[src/rtl/piso_serializer.sv]
// Parallel-in serial-out transmitter with valid/ready input handshake.
// Words stream back-to-back with no idle gap; every output except din_ready is registered.
module piso_serializer #(
    parameter int   WIDTH      = 4,
    parameter bit   MSB_FIRST  = 1'b1,
    parameter logic IDLE_LEVEL = 1'b0
) (
    input  logic             clk,
    input  logic             reset,
    input  logic [WIDTH-1:0] din,
    input  logic             din_valid,
    output logic             din_ready,
    output logic             sout,
    output logic             sout_valid,
    output logic             frame_start,
    output logic             done,
    output logic             busy
);

    localparam int              CNT_W = $clog2(WIDTH);
    localparam logic [CNT_W-1:0] LAST = CNT_W'(WIDTH - 1);

    typedef enum logic {
        IDLE,
        SHIFT
    } state_t;

    state_t             state;
    logic [CNT_W-1:0]   cnt;
    logic [CNT_W-1:0]   cnt_next;
    logic [WIDTH-1:0]   sreg;
    logic               take;

    assign din_ready = !reset && ((state == IDLE) || ((state == SHIFT) && (cnt == LAST)));
    assign take      = din_valid && din_ready;
    assign cnt_next  = cnt + 1'b1;

    // sreg rotates so the bit currently on sout always sits at the send end;
    // sout is preloaded from the neighbouring position to stay registered.
    always_ff @(posedge clk) begin
        if (reset) begin
            state       <= IDLE;
            cnt         <= '0;
            sreg        <= '0;
            sout        <= IDLE_LEVEL;
            sout_valid  <= 1'b0;
            frame_start <= 1'b0;
            done        <= 1'b0;
            busy        <= 1'b0;
        end else if (take) begin
            state       <= SHIFT;
            cnt         <= '0;
            sreg        <= din;
            sout        <= MSB_FIRST ? din[WIDTH-1] : din[0];
            sout_valid  <= 1'b1;
            frame_start <= 1'b1;
            done        <= 1'b0;
            busy        <= 1'b1;
        end else begin
            case (state)
                IDLE: begin
                    sout        <= IDLE_LEVEL;
                    sout_valid  <= 1'b0;
                    frame_start <= 1'b0;
                    done        <= 1'b0;
                    busy        <= 1'b0;
                end
                SHIFT: begin
                    if (cnt == LAST) begin
                        state       <= IDLE;
                        sout        <= IDLE_LEVEL;
                        sout_valid  <= 1'b0;
                        frame_start <= 1'b0;
                        done        <= 1'b0;
                        busy        <= 1'b0;
                    end else begin
                        cnt         <= cnt_next;
                        sreg        <= MSB_FIRST ? {sreg[WIDTH-2:0], sreg[WIDTH-1]}
                                                 : {sreg[0], sreg[WIDTH-1:1]};
                        sout        <= MSB_FIRST ? sreg[WIDTH-2] : sreg[1];
                        frame_start <= 1'b0;
                        done        <= (cnt_next == LAST);
                    end
                end
                default: state <= IDLE;
            endcase
        end
    end

endmodule

[config.mk]
export PLATFORM = sky130hd
export DESIGN_NAME = piso_serializer
export DESIGN_NICKNAME = d
export VERILOG_FILES = /design/src/rtl/piso_serializer.sv
export SDC_FILE = /design/constraint.sdc
export NUM_CORES = 1
export LEC_CHECK = 0
export ABC_AREA = 1
export BUFFER_PORTS_ARGS = -buffer_cell sky130_fd_sc_hd__buf_2
export CAP_MARGIN = 20
export CORE_AREA = 3 3 40 42
export CTS_BUF_LIST = sky130_fd_sc_hd__clkbuf_16
export DETAILED_ROUTE_END_ITERATION = 8
export DIE_AREA = 0 0 43 45
export HOLD_SLACK_MARGIN = 0.03
export SYNTH_ARGS = -nofsm -noshare
export SYNTH_HDL_FRONTEND = slang
export SYNTH_SLANG_ARGS = --single-unit
[constraint.sdc]
create_clock -name clk -period 1.25 [get_ports clk]
set_input_delay 0.125 -clock clk [delete_from_list [all_inputs] [get_ports clk]]
set_output_delay 0.125 -clock clk [all_outputs]
set_load 0.03 [all_outputs]
==> results.sh <==
export IMPL_yosys_area_top_type="dfxtp_1"
export IMPL_static_leakage_power_nw=0.331
export IMPL_multiInputGateArea_um2=253
export IMPL_max_cap_violations=0
export IMPL_synthDistinctLibCells=18
export IMPL_grt_max_degree=10
export IMPL_netlist_area_leader_share=0.436
export IMPL_maxSlewHeadroom=0.854
export IMPL_fraction_of_layout_instances_using_a_drive_strength_above_1=0.395
export IMPL_timing_critical_path_to_type="output port"
export IMPL_fin_crit_ns=1.17
export IMPL_wl_per_cell_um=9.68
export IMPL_syn_mean_instance_area_um2=7.66
export IMPL_area_growth_synth_to_final_pct=35.6
export IMPL_antenna_cells=0
export IMPL_timing_final_hold_violations=0
export IMPL_power_clock_fraction=0.536
export IMPL_first_global_vias=408
export IMPL_clkLatencyLatePin_ns=0.24
export IMPL_final_setup_violating_endpoints=0
export IMPL_fin_cells=96
export IMPL_yosys_warn_count=0
export IMPL_dp_hpwl_um=706
export IMPL_max_freq_ghz=0.855
export IMPL_num_fill_cells=124
export IMPL_comb_power_share=0.110
export IMPL_pre_cts_ws_ns=0.0755
export IMPL_fin_skew_ns=0.00223
export IMPL_synth_top_cells_by_area="dfxtp_1 44%, nand2_1 10%, nor2_1 7.4%"
export IMPL_timing_setup_tns_ns=0
export IMPL_post_synth_instance_area_um2=505
export IMPL_dpl_cell_count=91
export IMPL_post_route_util=0.534
export IMPL_slew_viol_final=0
export IMPL_hold_depth=2
export IMPL_r2r_start="cnt[1]"
export IMPL_fin_crit_sh=0.936
export IMPL_grt_overflow_total=0
export IMPL_finalNetCount=91
export IMPL_critPathRequiredTime_ns=1.12
export IMPL_drtAntennaViolNets=0
export IMPL_footprint_of_the_flip_flops_and_latches_um2=223
export IMPL_cpMaxStageDelayCell="dfxtp_2"
export IMPL_detail_route_iter0_violations=1
export IMPL_grt_antenna_before_repair=0
export IMPL_netSwitchingFraction=0.224
export IMPL_result_of_the_run="completed"
export IMPL_total_switching_power_mw=0.241
export IMPL_worstMarginPinSlew_ns=0.218
export IMPL_timing_hold_ws_ns=0.206
export IMPL_min_from="reset"
export IMPL_viasPerCell=4.64
export IMPL_timing_final_ws_setup_ns=0.0805
export IMPL_min_delay_path_class="input port to flop"
export IMPL_timing_critical_path_arrival_ns=1.04
export IMPL_crit_path_start_kind="flop"
export IMPL_wire_length_of_the_first_global_routing_pass_um=1700
export IMPL_r2r_endpoint="sreg[1]"
export IMPL_ff2ff_path_depth=7
export IMPL_critPathKind="flop to output port"
export IMPL_p_per_cell_area_nw_per_um2=1570
export IMPL_drt_first_pass_iters=2
export IMPL_pwr_share_seq=0.354
export IMPL_path_max_fanout=3
export IMPL_postSynthCellCount=66
export IMPL_pin_count=13
export IMPL_area_of_the_die_um2=1940
export IMPL_share_of_the_yosys_chip_area_belonging_to_registers=0.436
export IMPL_setup_reg_to_reg_worst_slack_ns=0.15
export IMPL_path_clk_slew_ns=0.04
export IMPL_cts_sink_count=11
export IMPL_worstPathCellList="ha_4 > nor2_4 > nor2_4 > buf_6"
export IMPL_ctsHoldBuffers=0
export IMPL_num_vias=445
export IMPL_clockBufferDepth=2
export IMPL_hold_end="sreg[1]"
export IMPL_synthesis_nets=75
export IMPL_core_um2=1280
export IMPL_critical_path_max_stage_delay_ns=0.35
export IMPL_h_tree_depth=1
export IMPL_inserted_clock_buffers=3
export IMPL_num_rows=13
export IMPL_cts_root_buf="clkbuf_16"
export IMPL_post_route_drc_count=0
export IMPL_start_util=0.393
export IMPL_routed_wl_um=929
export IMPL_rsz0062_at_grt="no"
export IMPL_cts_tree="yes"
export IMPL_port_buffers=12
export IMPL_grtUsageTotal=0.123
export IMPL_fp_dieW_um=43
export IMPL_fp_dieH_um=45
export IMPL_cellInternalPower_mw=0.836
export IMPL_synth_ff_latch_count=11
export IMPL_peakVddDrop_mv=0.879
export IMPL_cell_repeated_most_along_the_worst_path="nor2_4"
export IMPL_globalplace_congestion=0.716
repair_timing:
action                     4_1_cts  5_1_grt
setup endpoints to repair        1        6
gates resized for setup          3        3
pin swaps                        2        1
buffers inserted                 1        0
power by group through the flow:
stage	Clock [mW]	Combinational, mW	Sequential, mW
floorplan	0	0.0746	0.392
global placement	0	0.111	0.384
detailed placement	0	0.111	0.384
CTS	0.590	0.120	0.378
global route	0.612	0.132	0.382
finish	0.578	0.118	0.381
synthesized netlist by cell type, drive strengths merged:
| library cell | instances |
|---|---|
| inv | 10 |
| nand2 | 17 |
| nand3 | 2 |
| nor2 | 12 |
| ha | 2 |
| dfxtp | 11 |
| nand4 | 4 |
| nor3 | 1 |
| o21ai | 2 |
| a21oi | 2 |
| buf | 2 |
| o21a | 1 |
cell type report:
| cell class | instances | area share |
|---|---|---|
| Multi-Input combinational cell | 43 | 0.369 |
| Clock inverter | 1 | 0.00730 |
| Sequential cell | 11 | 0.325 |
| Inverter | 10 | 0.0547 |
| Clock buffer | 3 | 0.109 |
| Tap cell | 15 | 0.0274 |
| Timing Repair Buffer | 13 | 0.108 |
metrics by stage:
stage	power, mW	instance area [um^2]
detailed placement	0.495	577
global placement	0.495	577
global route	1.13	686
finish	1.08	686
CTS	1.09	673
floorplan	0.467	510
cell usage in the layout (no fill, tap or decap):
cell type	synthesis	layout
a21oi_2	2	2
o21ai_2	1	1
inv_1	7	7
nand2_2	3	3
nand3_1	2	2
buf_2	1	11
ha_4	0	1
nand2_1	14	14
dfxtp_2	0	2
ha_1	2	1
nor2_4	1	2
buf_4	1	1
o21ai_0	1	1
clkbuf_16	0	3
o21a_1	1	1
clkinv_2	0	1
dfxtp_1	11	9
buf_6	0	1
nor3_2	1	1
nor2_1	10	10
nand4_1	4	4
inv_2	3	3
worst max-delay path by stage:
stage	startpoint	to	slack (ns)	cells past startpoint
6_report	cnt[0]	din_ready	0.08	4
5_1_grt	cnt[1]	din_ready	0.03	4
4_1_cts	cnt[1]	din_ready	0.002	4
3_5_place_dp	cnt[1]	sreg[1]	0.08	7
3_3_place_gp	cnt[1]	sreg[1]	0.09	7
2_1_floorplan	cnt[0]	cnt[1]	0.12	6
layer usage:
| layer | track usage | wire length, um |
|---|---|---|
| met2 | 0.189 | 449 |
| met1 | 0.136 | 408 |
| met5 | 0 | 0 |
| met4 | 0.108 | 21 |
| met3 | 0.0398 | 49 |
critical path, delay by kind of cell (launching register included):
family / cells / cell delay, ns
fa+ha+maj: 1 / 0.15
buf+inv: 1 / 0.15
flops: 1 / 0.35
simple gates: 2 / 0.16
cells by family after synthesis:
logic type / Yosys count / share of synthesized area
AND/OR/NAND/NOR: 36 / 0.339
flip-flops: 11 / 0.436
adder cells (fa/ha/maj): 2 / 0.0495
buffers and inverters: 12 / 0.0990
AO/OA/AOI/OAI: 5 / 0.0767
sequential cells by signal, summed over array words and instances (netlist names):
signal	count
busy	1
state	1
done	1
sout	1
cnt	2
frame_start	1
sreg	4
(Power assumes the default switching activity.)
